$ cat src/rtl/coherence_pkg.sv
// Shared encodings for the MSI coherence controller (line states, bus ops, snoop FSM).
package coherence_pkg;

  localparam logic [1:0] INVALID  = 2'b00;
  localparam logic [1:0] SHARED   = 2'b01;
  localparam logic [1:0] MODIFIED = 2'b10;

  localparam logic [1:0] OP_NONE    = 2'b00;
  localparam logic [1:0] OP_RD_MISS = 2'b01;
  localparam logic [1:0] OP_WR_MISS = 2'b10;
  localparam logic [1:0] OP_INV     = 2'b11;

  typedef enum logic [1:0] {
    StIdle   = 2'b00,
    StLookup = 2'b01,
    StWb     = 2'b10,
    StDone   = 2'b11
  } snoop_st_e;

endpackage

$ cat src/rtl/snoop_line_array.sv
// Per-line tag/state storage: combinational read, CPU-side and snoop-side write ports.
module snoop_line_array
  import coherence_pkg::*;
#(
  parameter int unsigned IndexW = 2,
  parameter int unsigned TagW   = 4
) (
  input  logic              clk_i,
  input  logic              rst_i,
  input  logic [IndexW-1:0] rd_index_i,
  output logic [TagW-1:0]   rd_tag_o,
  output logic [1:0]        rd_state_o,
  input  logic              cpu_we_i,
  input  logic [IndexW-1:0] cpu_index_i,
  input  logic [TagW-1:0]   cpu_tag_i,
  input  logic [1:0]        cpu_state_i,
  input  logic              snp_we_i,
  input  logic [IndexW-1:0] snp_index_i,
  input  logic [1:0]        snp_state_i
);

  localparam int unsigned Lines = 2 ** IndexW;

  logic [TagW-1:0] tag_q   [Lines];
  logic [1:0]      state_q [Lines];

  // Snoop port only rewrites state; the tag already matches on any snoop update.
  always_ff @(posedge clk_i) begin
    if (rst_i) begin
      for (int i = 0; i < Lines; i++) begin
        tag_q[i]   <= '0;
        state_q[i] <= INVALID;
      end
    end else begin
      if (cpu_we_i) begin
        tag_q[cpu_index_i]   <= cpu_tag_i;
        state_q[cpu_index_i] <= cpu_state_i;
      end
      if (snp_we_i) begin
        state_q[snp_index_i] <= snp_state_i;
      end
    end
  end

  assign rd_tag_o   = tag_q[rd_index_i];
  assign rd_state_o = state_q[rd_index_i];

endmodule

$ cat src/rtl/sm_bus.sv
// Snoop side of the MSI controller: answers bus messages against the local line array.
module sm_bus
  import coherence_pkg::*;
#(
  parameter int unsigned INDEX_W = 2,
  parameter int unsigned TAG_W   = 4
) (
  input  logic               clock,
  input  logic               reset,
  input  logic               snoop_valid,
  output logic               snoop_ready,
  input  logic [1:0]         snoop_op,
  input  logic [INDEX_W-1:0] snoop_index,
  input  logic [TAG_W-1:0]   snoop_tag,
  input  logic               cpu_wr_valid,
  input  logic [INDEX_W-1:0] cpu_wr_index,
  input  logic [TAG_W-1:0]   cpu_wr_tag,
  input  logic [1:0]         cpu_wr_state,
  output logic               cpu_wr_stall,
  output logic               writeBack,
  output logic [INDEX_W-1:0] wb_index,
  output logic [TAG_W-1:0]   wb_tag,
  input  logic               wb_ack,
  output logic               abortMemoryAccess,
  output logic               snoop_done,
  output logic               snoop_hit,
  output logic               protocol_error,
  output logic [1:0]         currentState
);

  snoop_st_e          state_q;
  logic [1:0]         op_q;
  logic [INDEX_W-1:0] idx_q;
  logic [TAG_W-1:0]   tag_q;
  logic [1:0]         cur_q;
  logic [1:0]         pend_q;
  logic               hit_q;
  logic               perr_q;

  logic [TAG_W-1:0] rd_tag;
  logic [1:0]       rd_state;
  logic             lk_hit, lk_upd, lk_wb, lk_perr;
  logic [1:0]       lk_new;
  logic             snp_we;
  logic [1:0]       snp_state;

  always_comb begin
    lk_hit  = (rd_state != INVALID) && (rd_tag == tag_q) && (op_q != OP_NONE);
    lk_upd  = 1'b0;
    lk_wb   = 1'b0;
    lk_perr = 1'b0;
    lk_new  = rd_state;
    if (lk_hit) begin
      case (op_q)
        OP_RD_MISS: begin
          if (rd_state == MODIFIED) begin
            lk_upd = 1'b1;
            lk_wb  = 1'b1;
            lk_new = SHARED;
          end
        end
        OP_WR_MISS: begin
          if (rd_state == SHARED || rd_state == MODIFIED) begin
            lk_upd = 1'b1;
            lk_wb  = (rd_state == MODIFIED);
            lk_new = INVALID;
          end
        end
        OP_INV: begin
          if (rd_state == SHARED || rd_state == MODIFIED) begin
            lk_upd  = 1'b1;
            lk_perr = (rd_state == MODIFIED);
            lk_new  = INVALID;
          end
        end
        default: ;
      endcase
    end
  end

  // Deferred update commits only on the WB->DONE edge, so a reset mid-WB leaves nothing behind.
  assign snp_we    = ((state_q == StLookup) && lk_upd && !lk_wb) ||
                     ((state_q == StWb) && wb_ack);
  assign snp_state = (state_q == StWb) ? pend_q : lk_new;

  always_ff @(posedge clock) begin
    if (reset) begin
      state_q <= StIdle;
      op_q    <= OP_NONE;
      idx_q   <= '0;
      tag_q   <= '0;
      cur_q   <= INVALID;
      pend_q  <= INVALID;
      hit_q   <= 1'b0;
      perr_q  <= 1'b0;
    end else begin
      case (state_q)
        StIdle: begin
          if (snoop_valid) begin
            op_q    <= snoop_op;
            idx_q   <= snoop_index;
            tag_q   <= snoop_tag;
            state_q <= StLookup;
          end
        end
        StLookup: begin
          cur_q   <= rd_state;
          hit_q   <= lk_hit;
          perr_q  <= lk_perr;
          pend_q  <= lk_new;
          state_q <= lk_wb ? StWb : StDone;
        end
        StWb: begin
          if (wb_ack) begin
            state_q <= StDone;
          end
        end
        StDone: state_q <= StIdle;
        default: state_q <= StIdle;
      endcase
    end
  end

  snoop_line_array #(
    .IndexW (INDEX_W),
    .TagW   (TAG_W)
  ) u_array (
    .clk_i       (clock),
    .rst_i       (reset),
    .rd_index_i  (idx_q),
    .rd_tag_o    (rd_tag),
    .rd_state_o  (rd_state),
    .cpu_we_i    (cpu_wr_valid && !cpu_wr_stall),
    .cpu_index_i (cpu_wr_index),
    .cpu_tag_i   (cpu_wr_tag),
    .cpu_state_i (cpu_wr_state),
    .snp_we_i    (snp_we),
    .snp_index_i (idx_q),
    .snp_state_i (snp_state)
  );

  assign snoop_ready       = (state_q == StIdle) && !reset;
  assign writeBack         = (state_q == StWb);
  assign abortMemoryAccess = (state_q == StWb);
  assign cpu_wr_stall      = ((state_q == StLookup) || (state_q == StWb)) &&
                             (cpu_wr_index == idx_q);
  assign snoop_done        = (state_q == StDone);
  assign snoop_hit         = snoop_done && hit_q;
  assign protocol_error    = snoop_done && perr_q;
  assign currentState      = snoop_done ? cur_q : INVALID;
  assign wb_index          = idx_q;
  assign wb_tag            = tag_q;

endmodule

$ cat config.mk
export PLATFORM = sky130hd
export DESIGN_NAME = sm_bus
export DESIGN_NICKNAME = d
export VERILOG_FILES = /design/src/rtl/coherence_pkg.sv /design/src/rtl/snoop_line_array.sv /design/src/rtl/sm_bus.sv
export SDC_FILE = /design/constraint.sdc
export NUM_CORES = 1
export LEC_CHECK = 0
export ABC_AREA = 1
export CAP_MARGIN = 20
export CORE_MARGIN = 2
export CORE_UTILIZATION = 54
export DETAILED_ROUTE_END_ITERATION = 8
export PLACE_DENSITY = 0.77
export SKIP_LAST_GASP = 1
export SLEW_MARGIN = 20
export SYNTH_ARGS = -nofsm -noshare
export SYNTH_HDL_FRONTEND = slang
export SYNTH_SLANG_ARGS = --single-unit
$ cat constraint.sdc
create_clock -name clock -period 2.45 [get_ports clock]
set_input_delay 0.245 -clock clock [delete_from_list [all_inputs] [get_ports clock]]
set_output_delay 0.245 -clock clock [all_outputs]
set_load 0.02 [all_outputs]
After elaboration in Yosys (flattened, before gate mapping):

Memories as Yosys holds them, arrays and structs flattened. A register that Yosys moved wholly into a read port is not among the register bits.
Index checks and enable logic that the tools add are counted.

* logic and storage cells: 87
* register bits after elaboration: 16
* memories kept: 2
* RAM bits: 24
* input bits: 21
* output and inout bits: 15

Memory list
* u_array.tag_q: depth 4, bits a word 4, rd ports 1, clocked after Yosys merged registers in 1, write ports 4, line snoop_line_array.sv:24 `logic [TagW-1:0] tag_q [Lines];`
* u_array.state_q: depth 4, bits a word 2, rd ports 1, clocked after Yosys merged registers in 1, write ports 4, line snoop_line_array.sv:25 `logic [1:0] state_q [Lines];`

* muxes and demuxes: 40
* eq/ne operators: 12
* reductions and logical operators: 25

Operators by type and width (number)
* 2-bit two-way mux: 16
* 1-bit two-way mux: 19
* 2-bit equality test, second input constant: 5
* 1-bit logical AND: 10
* 2-bit one-hot mux with 4 select lines: 1
* 2-bit by 1-bit equality test with 1-bit output, second input constant: 3
* 2-bit OR reduction: 3
* 4-bit equality test: 1
* 4-bit two-way mux: 1
* 2-bit != test, second input constant: 2
* 1-bit one-hot mux with 2 select lines: 2
* 2-bit one-hot mux with 2 select lines: 1
* 2-bit AND reduction: 2
* 2-bit nonzero test: 2
* 4-bit OR reduction: 1
* 1-bit logical NOT: 3
* 1-bit logical OR: 3
* 2-bit equality test: 1
* 2-bit logical NOT: 1

Logic depth before layout (Yosys ltp):

Gate-level depths: netlist of run 1.

* word-level depth: 13
* gate-level depth with buffers: 15
* depth with buffers taken out: 14

Hierarchy:

Synthesis of run 1 repeated with hierarchy kept, for this count alone.

* cell total of the unflattened synthesis: 313
* area total of the unflattened synthesis: 2406.1 sq um

By module, submodules not included
* snoop_line_array: cells each 141, area each 1312.5 sq um, seq. area each 720.7 sq um, times used 1
* sm_bus: cells each 172, area each 1093.5 sq um, seq. area each 320.3 sq um, times used 1

Least setup slack after synthesis of run 1:

No wires, ideal clock.

* kind: flip-flop to flip-flop
* start point: reg with a tool-made name
* end point: mem u_array.state_q[0][0] (enable)
* data arrival time: 1.791 ns
* clock period less this slack: 2.091 ns
* required time: 2.149 ns
* buffers on the path: 1
* library setup time: 0.301 ns
* slack: 0.359 ns
* cell stages (with the launch flop): 14
* cells stage by stage: dfxtp_1 inv_2 buf_6 nand2_1 a32oi_1 inv_1 ha_1 inv_1 nand3_1 nor2_2 nand3_2 nand2_2 nand3_1 nand3_1

RTL lines (line)
* end, declared: snoop_line_array.sv:25

==> results.md, run 1 <==
* Outcome: complete, no violations
* Worst reg-to-reg setup slack at ~0.19 ns
* Clk network pwr share at roughly 25%
* # DRC at 0
* CTS Buf Count at 5
* Crit-path cells: nand2_1, a32oi_2, inv_1, ha_1, inv_1, nand3_1, nor2_2, nand3_2, nand2_2, nand3_1, nand3_1
* Final Hold Vio Count at 0
* Clock Pin Slew Worst Setup and Hold Paths at about 0.090 ns
* Crit path depth at 11
* Hold Path Stages at 2
* Period utilisation layout at 92.2%
* Antenna Violating Nets Remaining at 0
* Ys Warns at 0
* Final Power at around 2.7 mW
* Critical Path RT at around 2.5 ns
* Post-synth EDFFs at 24
* LEAKAGE at 1.37 nW
* Via count at roughly 2,100
* Routed wire length at 5.57 mm
* Top Usage Layer GRT: met2
* Top cell type's share of synthesized area at between 20% and 30%
* Post-synth net total at 341
* Min-Delay Path Class: reg -> reg
* Clk sinks at 42
* Gate Count Post-Synth at a little over 300
* Detailed Route Iter0 Violations at 91
* Worst-margin pin slew at about 0.66 ns
* Internal at 1.68 mW
* Worst-path fanout max at 6
* Die area at slightly above 0.005 mm^2
* H-tree Lvls at 2
* Final min period at between 2 and 2.5 ns
* Comb pwr share at between 40% and 50%
* Worst EP arrival at about 2.3 ns
* Rows at 24
* CTS tree: built
* Max cap viols at 0
* Crit path largest cell delay at 0.43 ns
* Reg2reg end: u_array.state_q[2][1]
* Sw Pwr at around 1 mW
* Crit Path Class: reg -> reg
* Inst Count DP at about 390
* Worst-skew pair later-pin latency at ~0.30 ns
* Vias in the first global route at between 1,500 and 2,000
* WHS Endpoint: perr_q
* Util after Layout at between 60% and 70%
* Initial DRT Pass Iterations at 4
* Largest net degree at the start of global routing at 26
* Worst Hold Slack at 0.478 ns
* Initial Util at 55.9%
* Post-DP HPWL at 4.20 mm
* Nature of the critical path startpoint: flop
* Ant. Diodes at 0
* Share of total power in sequential cells at roughly 35%
* Routing usage on met3 at under 10%
* Most common cell in the netlist: nand2_1
* CTS root buffer: clkbuf_8
* RSZ-0062 raised after global routing: false
* Reg2Reg Depth at 11
* First-pass GRT wire length at between 9 and 10 mm
* Post-synth top area cell: edfxtp_1
* Synthesized flop and latch total at between 40 and 50
* Share of cells above drive strength 1 at 10.1%
* Vias per inst at around 5.3
* Library cells used by synthesis at 28
* GR Layer Usage met1 at between 20% and 30%
* Family with the most delay on the worst path: simple AND/OR/NAND/NOR gates
* All-Layer GR Usage at between 20% and 30%
* Sequential element share of the synthesized area at 44.7%
* Most used cell, CP: nand3_1
* Chip height at about 71 um
* Max_slew headroom at a little under three fifths
* Max Slew Vio Count at 0
* Top_reg_cell synth: edfxtp_1
* Slowest cell on the critical path: dfxtp_1
* I/O pins at 36
* IO buf count at 35
* Switching Share at 38.0%
* Post-route setup TNS at 0 ns
* Final setup violation count at 0
* Clock buffer depth at 2
* Synth top area cells: edfxtp_1, dfxtp_1, nand2_1, ha_1, nand3_1
* Initial antenna violation count at 0
* Routability cong. at around 0.82
* Post-Syn Area at 0.00242 mm^2
* P&R area growth vs syn at 22.9%
* Nets at about 380
* CP bufs+invs at 2
* Crit path capture type: flop
* Synth cell count leaders: nand2_1, inv_1, nor2_1
* Remaining global-route overflow at 0
* DR WL/cell at ~14 um
* Synthesized area per cell at just under 8 um^2
* Die width at a little over 70 um
* Achievable Freq at between 400 and 500 MHz
* GR Layer Usage met2 at about two fifths
* VDD IR max at approximately 0.45 mV
* Pwr dens at between 900 and 1000 mW/mm^2
* Non-filler cells in the finished layout at 400
* Hold_sp: perr_q
* FFs w/ async S/R, synth at 0%
* Core area at 0.00432 mm^2
* Hold Buf Count CTS at 0
* Clock Skew at around 0.010 ns
## state kept, by name (all words and copies together) (netlist names), named ones only
register,count
hit_q,1
u_array.state_q,8
perr_q,1
u_array.tag_q,16
wb_tag,4
wb_index,2
op_q,2
cur_q,2
pend_q,2
state_q,2
## repair_timing
| item | 4_1_cts | 5_1_grt |
|---|---|---|
| setup endpoints to repair | 0 | 7 |
| resized for setup | 0 | 1 |
| setup buffers | 0 | 0 |
## how the worst max path moves through the flow
| stage | to |
|---|---|
| 6_report | u_array.state_q[2][1] |
| 5_1_grt | u_array.state_q[2][0] |
| 4_1_cts | u_array.state_q[2][0] |
| 3_5_place_dp | u_array.state_q[1][0] |
| 3_3_place_gp | u_array.state_q[0][0] |
| 2_1_floorplan | u_array.state_q[0][0] |
## metrics by stage
| stage | instance area (um^2) | setup slack (ns) |
|---|---|---|
| floorplan | 2420 | 0.359 |
| global placement | 2820 | 0.287 |
| detailed placement | 2820 | 0.171 |
| CTS | 2960 | 0.141 |
| global route | 2970 | 0.0274 |
| finish | 2970 | 0.192 |
## placed cells by master, fill, tap and decap left out, drive strengths merged, types with 2 or more instances in the layout
cell            n
clkdlybuf4s50  35
ha             13
o21ai          13
clkinv          2
clkbuf          5
nand2          83
nor2           38
buf             5
o211ai          2
a21oi          17
xnor2           2
edfxtp         24
nand4           2
dfxtp          18
inv            41
bufinv          2
nand3          39
## cell families (layout without fill, tap and decap cells)
logic type / count (synthesis) / count (layout) / share of synthesized area, %
fa+ha+maj: 13 / 13 / 6.73
compound gates: 38 / 38 / 9.27
xor+xnor: 2 / 2 / 0.725
buf+inv: 49 / 90 / 8.39
simple gates: 163 / 163 / 30.1
flops: 42 / 42 / 44.7
## per-layer routing
| layer | routed length [um] | vias up |
|---|---|---|
| li1 | - | 1075 |
| met1 | 2390 | 951 |
| met2 | 2710 | 86 |
| met3 | 375 | 11 |
| met4 | 93 | 0 |
| met5 | 0 | - |
## worst register-to-register path, cell delays in order, from the launching register on
cell	delay [ns]
dfxtp_1	0.43
nand2_1	0.09
a32oi_2	0.27
inv_1	0.13
ha_1	0.20
inv_1	0.07
nand3_1	0.09
nor2_2	0.15
nand3_2	0.12
nand2_2	0.14
nand3_1	0.13
nand3_1	0.16
## power by group through the flow
stage / Sequential, mW / Clock [mW] / Combinational [mW]
2_1_floorplan: 0.984 / 0 / 0.726
3_3_place_gp: 0.969 / 0 / 1.04
3_5_place_dp: 0.973 / 0 / 1.08
4_1_cts: 0.960 / 0.672 / 1.08
5_1_grt: 0.974 / 0.702 / 1.22
6_report: 0.960 / 0.665 / 1.09
## layout make-up
type / instances / area, um^2
Clock buffer: 5 / 68.8
Clock inverter: 3 / 68.8
Fill cell: 375 / 1360
Inverter: 42 / 158
Multi-Input combinational cell: 216 / 1140
Sequential cell: 42 / 1080
Tap cell: 52 / 65.1
Timing Repair Buffer: 40 / 388
Power figures use the tool's default switching activity.
==> run 2: changes to the inputs <==
--- a/config.mk
+++ b/config.mk
@@ -8,9 +8,9 @@
 export ABC_AREA = 1
 export CAP_MARGIN = 20
 export CORE_MARGIN = 2
-export CORE_UTILIZATION = 54
+export CORE_UTILIZATION = 52
 export DETAILED_ROUTE_END_ITERATION = 8
-export PLACE_DENSITY = 0.77
+export PLACE_DENSITY = 0.74
 export SKIP_LAST_GASP = 1
 export SLEW_MARGIN = 20
 export SYNTH_ARGS = -nofsm -noshare
==> run 2 against run 1 <==
Effect of this change: total power down 7.5%; hold slack worse by 0.0094 ns; via count decreased by 3.3%; clock skew decreased by 0.0055 ns; die area up 3.6%; sequential power decreased by 0.7%; wire length is 3.5% lower; non-clock buffer count is the same; core utilization down 2.4 points; sequential share of layout area up 0.59 points; setup slack worse by 0.0025 ns; largest cell class unchanged; largest power group unchanged.
==> results.md, run 2 (same netlist as run 1, synthesis figures left out) <==
* Initial antenna violation count at 0
* Internal at around 1.5 mW
* Util after Layout at ~66%
* Antenna Violating Nets Remaining at 0
* Sw Pwr at 1.03 mW
* FF+latch area at about 0.0011 mm^2
* Critical Path RT at ~2.5 ns
* Area of the multi-input gates at 0.00114 mm^2
* Post-CTS Resized at 0
* Post-DP HPWL at ~4 mm
* Clk sinks at 42
* Final min period at between 2 and 2.5 ns
* Clk network pwr share at about a fifth
* Slack of the critical path at around 0.19 ns
* Most frequent cells in the layout: nand2_1, inv_1, nor2_1, clkdlybuf4s50_1, nand3_1
* Outcome: complete, no violations
* Vias per inst at ~5
* Setup Buffers After CTS at 0
* VDD IR max at 0.431 mV
* All-Layer GR Usage at 22.5%
* Hold Path Stages at 2
* Die area at between 0.005 and 0.006 mm^2
* Share of cells above drive strength 1 at approximately a tenth
* Routed wire length at about 5.4 mm
* Via count at between 2,000 and 2,500
* Worst Hold Slack at 0.468 ns
* Crit path capture type: flop
* Comb pwr share at roughly 43%
* Crit Path Class: reg -> reg
* Initial Util at a little over half
* Remaining global-route overflow at 0
* First-pass GRT wire length at between 9 and 10 mm
* Commonest non-fill, non-tap cell in the layout: nand2_1
* Clock buffer depth at 2
* Final Hold Vio Count at 0
* Ant. Diodes at 0
* P&R area growth vs syn at 21.1%
* Initial DRT Pass Iterations at 4
* Pwr dens at around 860 mW/mm^2
* Share of total power in sequential cells at 38.0%
* Max cap viols at 0
* Switching Share at 41.2%
* Rows at 24
* Hold Buf Count CTS at 0
* Max_slew headroom at 53.9%
* H-tree Lvls at 2
* Chip height at between 70 and 80 um
* Die width at 72.2 um
* CTS root buffer: clkbuf_8
* Worst-skew pair later-pin latency at ~0.3 ns
* CTS Buf Count at 5
* Worst-margin pin slew at just under 0.7 ns
* Reg2Reg Depth at 11
* DR WL/cell at around 13 um
* Final setup violation count at 0
* Nature of the critical path startpoint: flop
* Clock Pin Slew Worst Setup and Hold Paths at roughly 0.090 ns
* LEAKAGE at around 1.3 nW
* Fill count at between 300 and 400
* Worst-path fanout max at 7
* I/O pins at 36
* CTS tree: built
* Period utilisation layout at roughly 92%
* # DRC at 0
* Routability cong. at about 0.8
* Detailed Route Iter0 Violations at 120
* Largest net degree at the start of global routing at 26
* Min-Delay Path Class: reg -> reg
* Achievable Freq at roughly 440 MHz
* Core area at roughly 0.0044 mm^2
* Worst EP arrival at ~2.3 ns
* Number of flip-flops in the largest register at 16
* Max Slew Vio Count at 0
* Most flop-heavy register: u_array.tag_q
* IO buf count at 35
* DP Worst Slack at between 0.15 and 0.2 ns
* Clock Skew at 0.00485 ns
* Vias in the first global route at slightly below 2,000
* Nets at approximately 380
## run 2: layout make-up
| type | instances | share of cell area, % |
|---|---|---|
| repair buffers | 40 | 13.3 |
| multi-input cells | 216 | 39.0 |
| clock inverters | 3 | 0.813 |
| flip-flops and latches | 42 | 37.0 |
| inverters | 42 | 5.39 |
| well taps | 52 | 2.22 |
| clock buffers | 5 | 2.35 |
## run 2: critical path: stages, from the launching register on
cell and delay [ns]:
dfxtp_1 0.33, inv_2 0.14, a21oi_1 0.08, a32oi_2 0.22, inv_1 0.13, ha_1 0.29, a22oi_1 0.06, nor2_1 0.18
nand3_2 0.15, nand2_2 0.14, nand3_1 0.13, nand3_1 0.14
## run 2: path summary, 6_finish.rpt
| check | slack [ns] | endpoint | from |
|---|---|---|---|
| setup / recovery | 0.19 | u_array.state_q[2][1] | flop |
| hold / removal | 0.47 | perr_q | perr_q |
| setup reg to reg | 0.19 | u_array.state_q[2][1] | flop |
| hold reg to reg | 0.47 | perr_q | perr_q |
## run 2: per-stage QoR
stage	instances	TNS (ns)	power (mW)	cell area (um^2)
6_report	400	0	2.51	2930
3_5_place_dp	392	0	2.03	2820
3_3_place_gp	392	0	2.02	2820
4_1_cts	400	0	2.50	2920
2_1_floorplan	307	0	1.71	2420
5_1_grt	400	-0.0377	2.70	2930
## run 2: layer usage
| layer | global-route usage, % | routed length (um) | vias to the layer above | part of all wire (%) |
|---|---|---|---|---|
| li1 | - | - | 1073 | - |
| met1 | 29.9 | 2540 | 914 | 47 |
| met2 | 36.4 | 2490 | 59 | 46 |
| met3 | 4.86 | 258 | 6 | 4.8 |
| met4 | 8.18 | 82 | 0 | 1.5 |
| met5 | 0 | 0 | - | 0 |
## run 2: power by group through the flow
stage                     Clock, mW  Sequential, mW  Combinational [mW]
after floorplan                   0           0.984               0.726
after detailed placement          0           0.967                1.06
final                         0.475           0.953                1.08
after global placement            0           0.968                1.05
after CTS                     0.477           0.951                1.07
after global routing          0.509           0.969                1.22
==> run 3: changes to the inputs <==
--- a/config.mk
+++ b/config.mk
@@ -10,7 +10,7 @@
 export CORE_MARGIN = 2
 export CORE_UTILIZATION = 52
 export DETAILED_ROUTE_END_ITERATION = 8
-export PLACE_DENSITY = 0.74
+export PLACE_DENSITY = 0.77
 export SKIP_LAST_GASP = 1
 export SLEW_MARGIN = 20
 export SYNTH_ARGS = -nofsm -noshare
==> constraint.sdc (replaced) <==
create_clock -name clock -period 2.45 [get_ports clock]
set_input_delay 0.3675 -clock clock [delete_from_list [all_inputs] [get_ports clock]]
set_output_delay 0.3675 -clock clock [all_outputs]
set_load 0.02 [all_outputs]
==> run 3 against run 2 <==
Effect of this change: clock skew increased by 0.012 ns; combinational power about the same; hold slack improved by 0.019 ns; die area unchanged; sequential cell count unchanged; sequential share of layout area decreased by 0.34 points.
==> results.md, run 3 (same netlist as run 1, synthesis figures left out) <==
* Detailed Route Iter0 Violations at 158
* Achievable Freq at 432 MHz
* Share of total power in sequential cells at 37.9%
* LEAKAGE at about 1.4 nW
* Outcome: complete, no violations
* Pwr dens at about 860 mW/mm^2
* Clock Skew at 0.0172 ns
* RSZ-0062 raised after global routing: false
* Critical Path RT at roughly 2.1 ns
* Routability cong. at approximately 0.84
* Rows at 24
* Most frequent cells in the layout: nand2_1, inv_1, nor2_1, clkdlybuf4s50_1, nand3_1
* Remaining global-route overflow at 0
* Initial antenna violation count at 0
* Min-Delay Path Class: reg -> reg
* Worst-path fanout max at 5
* Max Slew Vio Count at 0
* H-tree Lvls at 2
* CTS Buf Count at 5
* Core area at 0.00441 mm^2
* Post-CTS Resized at 0
* Ant. Diodes at 0
* Slack of the critical path at 0.134 ns
* Fill count at roughly 370
* Clock Pin Slew Worst Setup and Hold Paths at 0.08 ns
* Worst reg-to-reg setup slack at 0.17 ns
* DR WL/cell at roughly 13 um
* Die width at 72.2 um
* Period utilisation layout at between 90% and 100%
* Largest net degree at the start of global routing at 26
* Commonest non-fill, non-tap cell in the layout: nand2_1
* Number of flip-flops in the largest register at 16
* Initial DRT Pass Iterations at 4
* Post-route setup TNS at 0 ns
* VDD IR max at roughly 0.47 mV
* Initial Util at between 50% and 60%
* Final Hold Vio Count at 0
* Most flop-heavy register: u_array.tag_q
* P&R area growth vs syn at 22.1%
* Nets at roughly 380
* Share of cells above drive strength 1 at a little over 10%
* Antenna Violating Nets Remaining at 0
* Worst EP arrival at 1.95 ns
* CTS root buffer: clkbuf_8
* Crit Path Class: reg -> out
* Comb pwr share at between 40% and 50%
* IO buf count at 35
* Via count at roughly 2,100
* Clk sinks at 42
* Vias in the first global route at around 1,900
* Clk network pwr share at between 10% and 20%
* Worst-skew pair later-pin latency at a little over 0.3 ns
* Clock buffer depth at 2
* Final Power at 2.52 mW
* Internal at roughly 1.5 mW
* Final setup violation count at 0
* Final min period at between 2 and 2.5 ns
* Worst-margin pin slew at 0.706 ns
* Max_slew headroom at between 50% and 60%
* Util after Layout at between 60% and 70%
* Vias per inst at between 5 and 6
* All-Layer GR Usage at ~22%
* I/O pins at 36
* DP Worst Slack at about 0.15 ns
* CTS tree: built
* # DRC at 0
* Switching Share at roughly 40%
* Setup Buffers After CTS at 0
* Hold Buf Count CTS at 0
* Max cap viols at 0
* Chip height at ~72 um
* Die area at 0.00521 mm^2
* Routed wire length at about 5 mm
* Worst Hold Slack at between 0.4 and 0.5 ns
* Sw Pwr at between 1 and 1.5 mW
* Nature of the critical path startpoint: flop
* Crit path capture type: output port
* Post-DP HPWL at about 4.0 mm
* First-pass GRT wire length at between 8 and 9 mm
-- run 3: metal layers --
| layer | up-vias | wire length [um] | part of all wire, % | track usage [%] |
|---|---|---|---|---|
| met4 | 0 | 41 | 0.80 | 6.92 |
| met2 | 67 | 2550 | 49 | 37.7 |
| met1 | 962 | 2290 | 44 | 27.4 |
| met3 | 4 | 271 | 5.3 | 3.75 |
| li1 | 1075 | - | - | - |
| met5 | - | 0 | 0 | 0 |
-- run 3: layout make-up --
type / count / area, um^2 / area share (%)
Clock buffer: 5 / 68.8 / 2.33
Clock inverter: 3 / 28.8 / 0.976
Inverter: 42 / 158 / 5.35
Multi-Input combinational cell: 216 / 1140 / 38.7
Sequential cell: 42 / 1080 / 36.7
Tap cell: 52 / 65.1 / 2.21
Timing Repair Buffer: 41 / 408 / 13.8
-- run 3: path summary, 6_finish.rpt --
path                                  from               endpoint  cells after the start
worst min-delay path                perr_q                 perr_q                      2
worst max-delay path            state_q[0]           cpu_wr_stall                      5
worst min register to register      perr_q                 perr_q                      2
worst max register to register        flop  u_array.state_q[2][0]                     11
-- run 3: stage by stage --
step | instance area, um^2 | std cells
CTS | 2940 | 401
global route | 2950 | 401
finish | 2950 | 401
detailed placement | 2840 | 393
floorplan | 2420 | 307
global placement | 2840 | 393
-- run 3: power by group through the flow --
stage	registers [mW]	clock network, mW	logic (mW)
finish	0.955	0.495	1.07
global route	0.971	0.529	1.20
CTS	0.956	0.497	1.07
detailed placement	0.972	0	1.06
global placement	0.969	0	1.04
floorplan	0.984	0	0.726
-- run 3: worst max-delay path, cell delays in order (launching register included) --
cell and delay (ns):
dfxtp_1 0.39, inv_1 0.12, ha_1 0.35, nand3_1 0.13, inv_1 0.08, clkdlybuf4s50_1 0.59
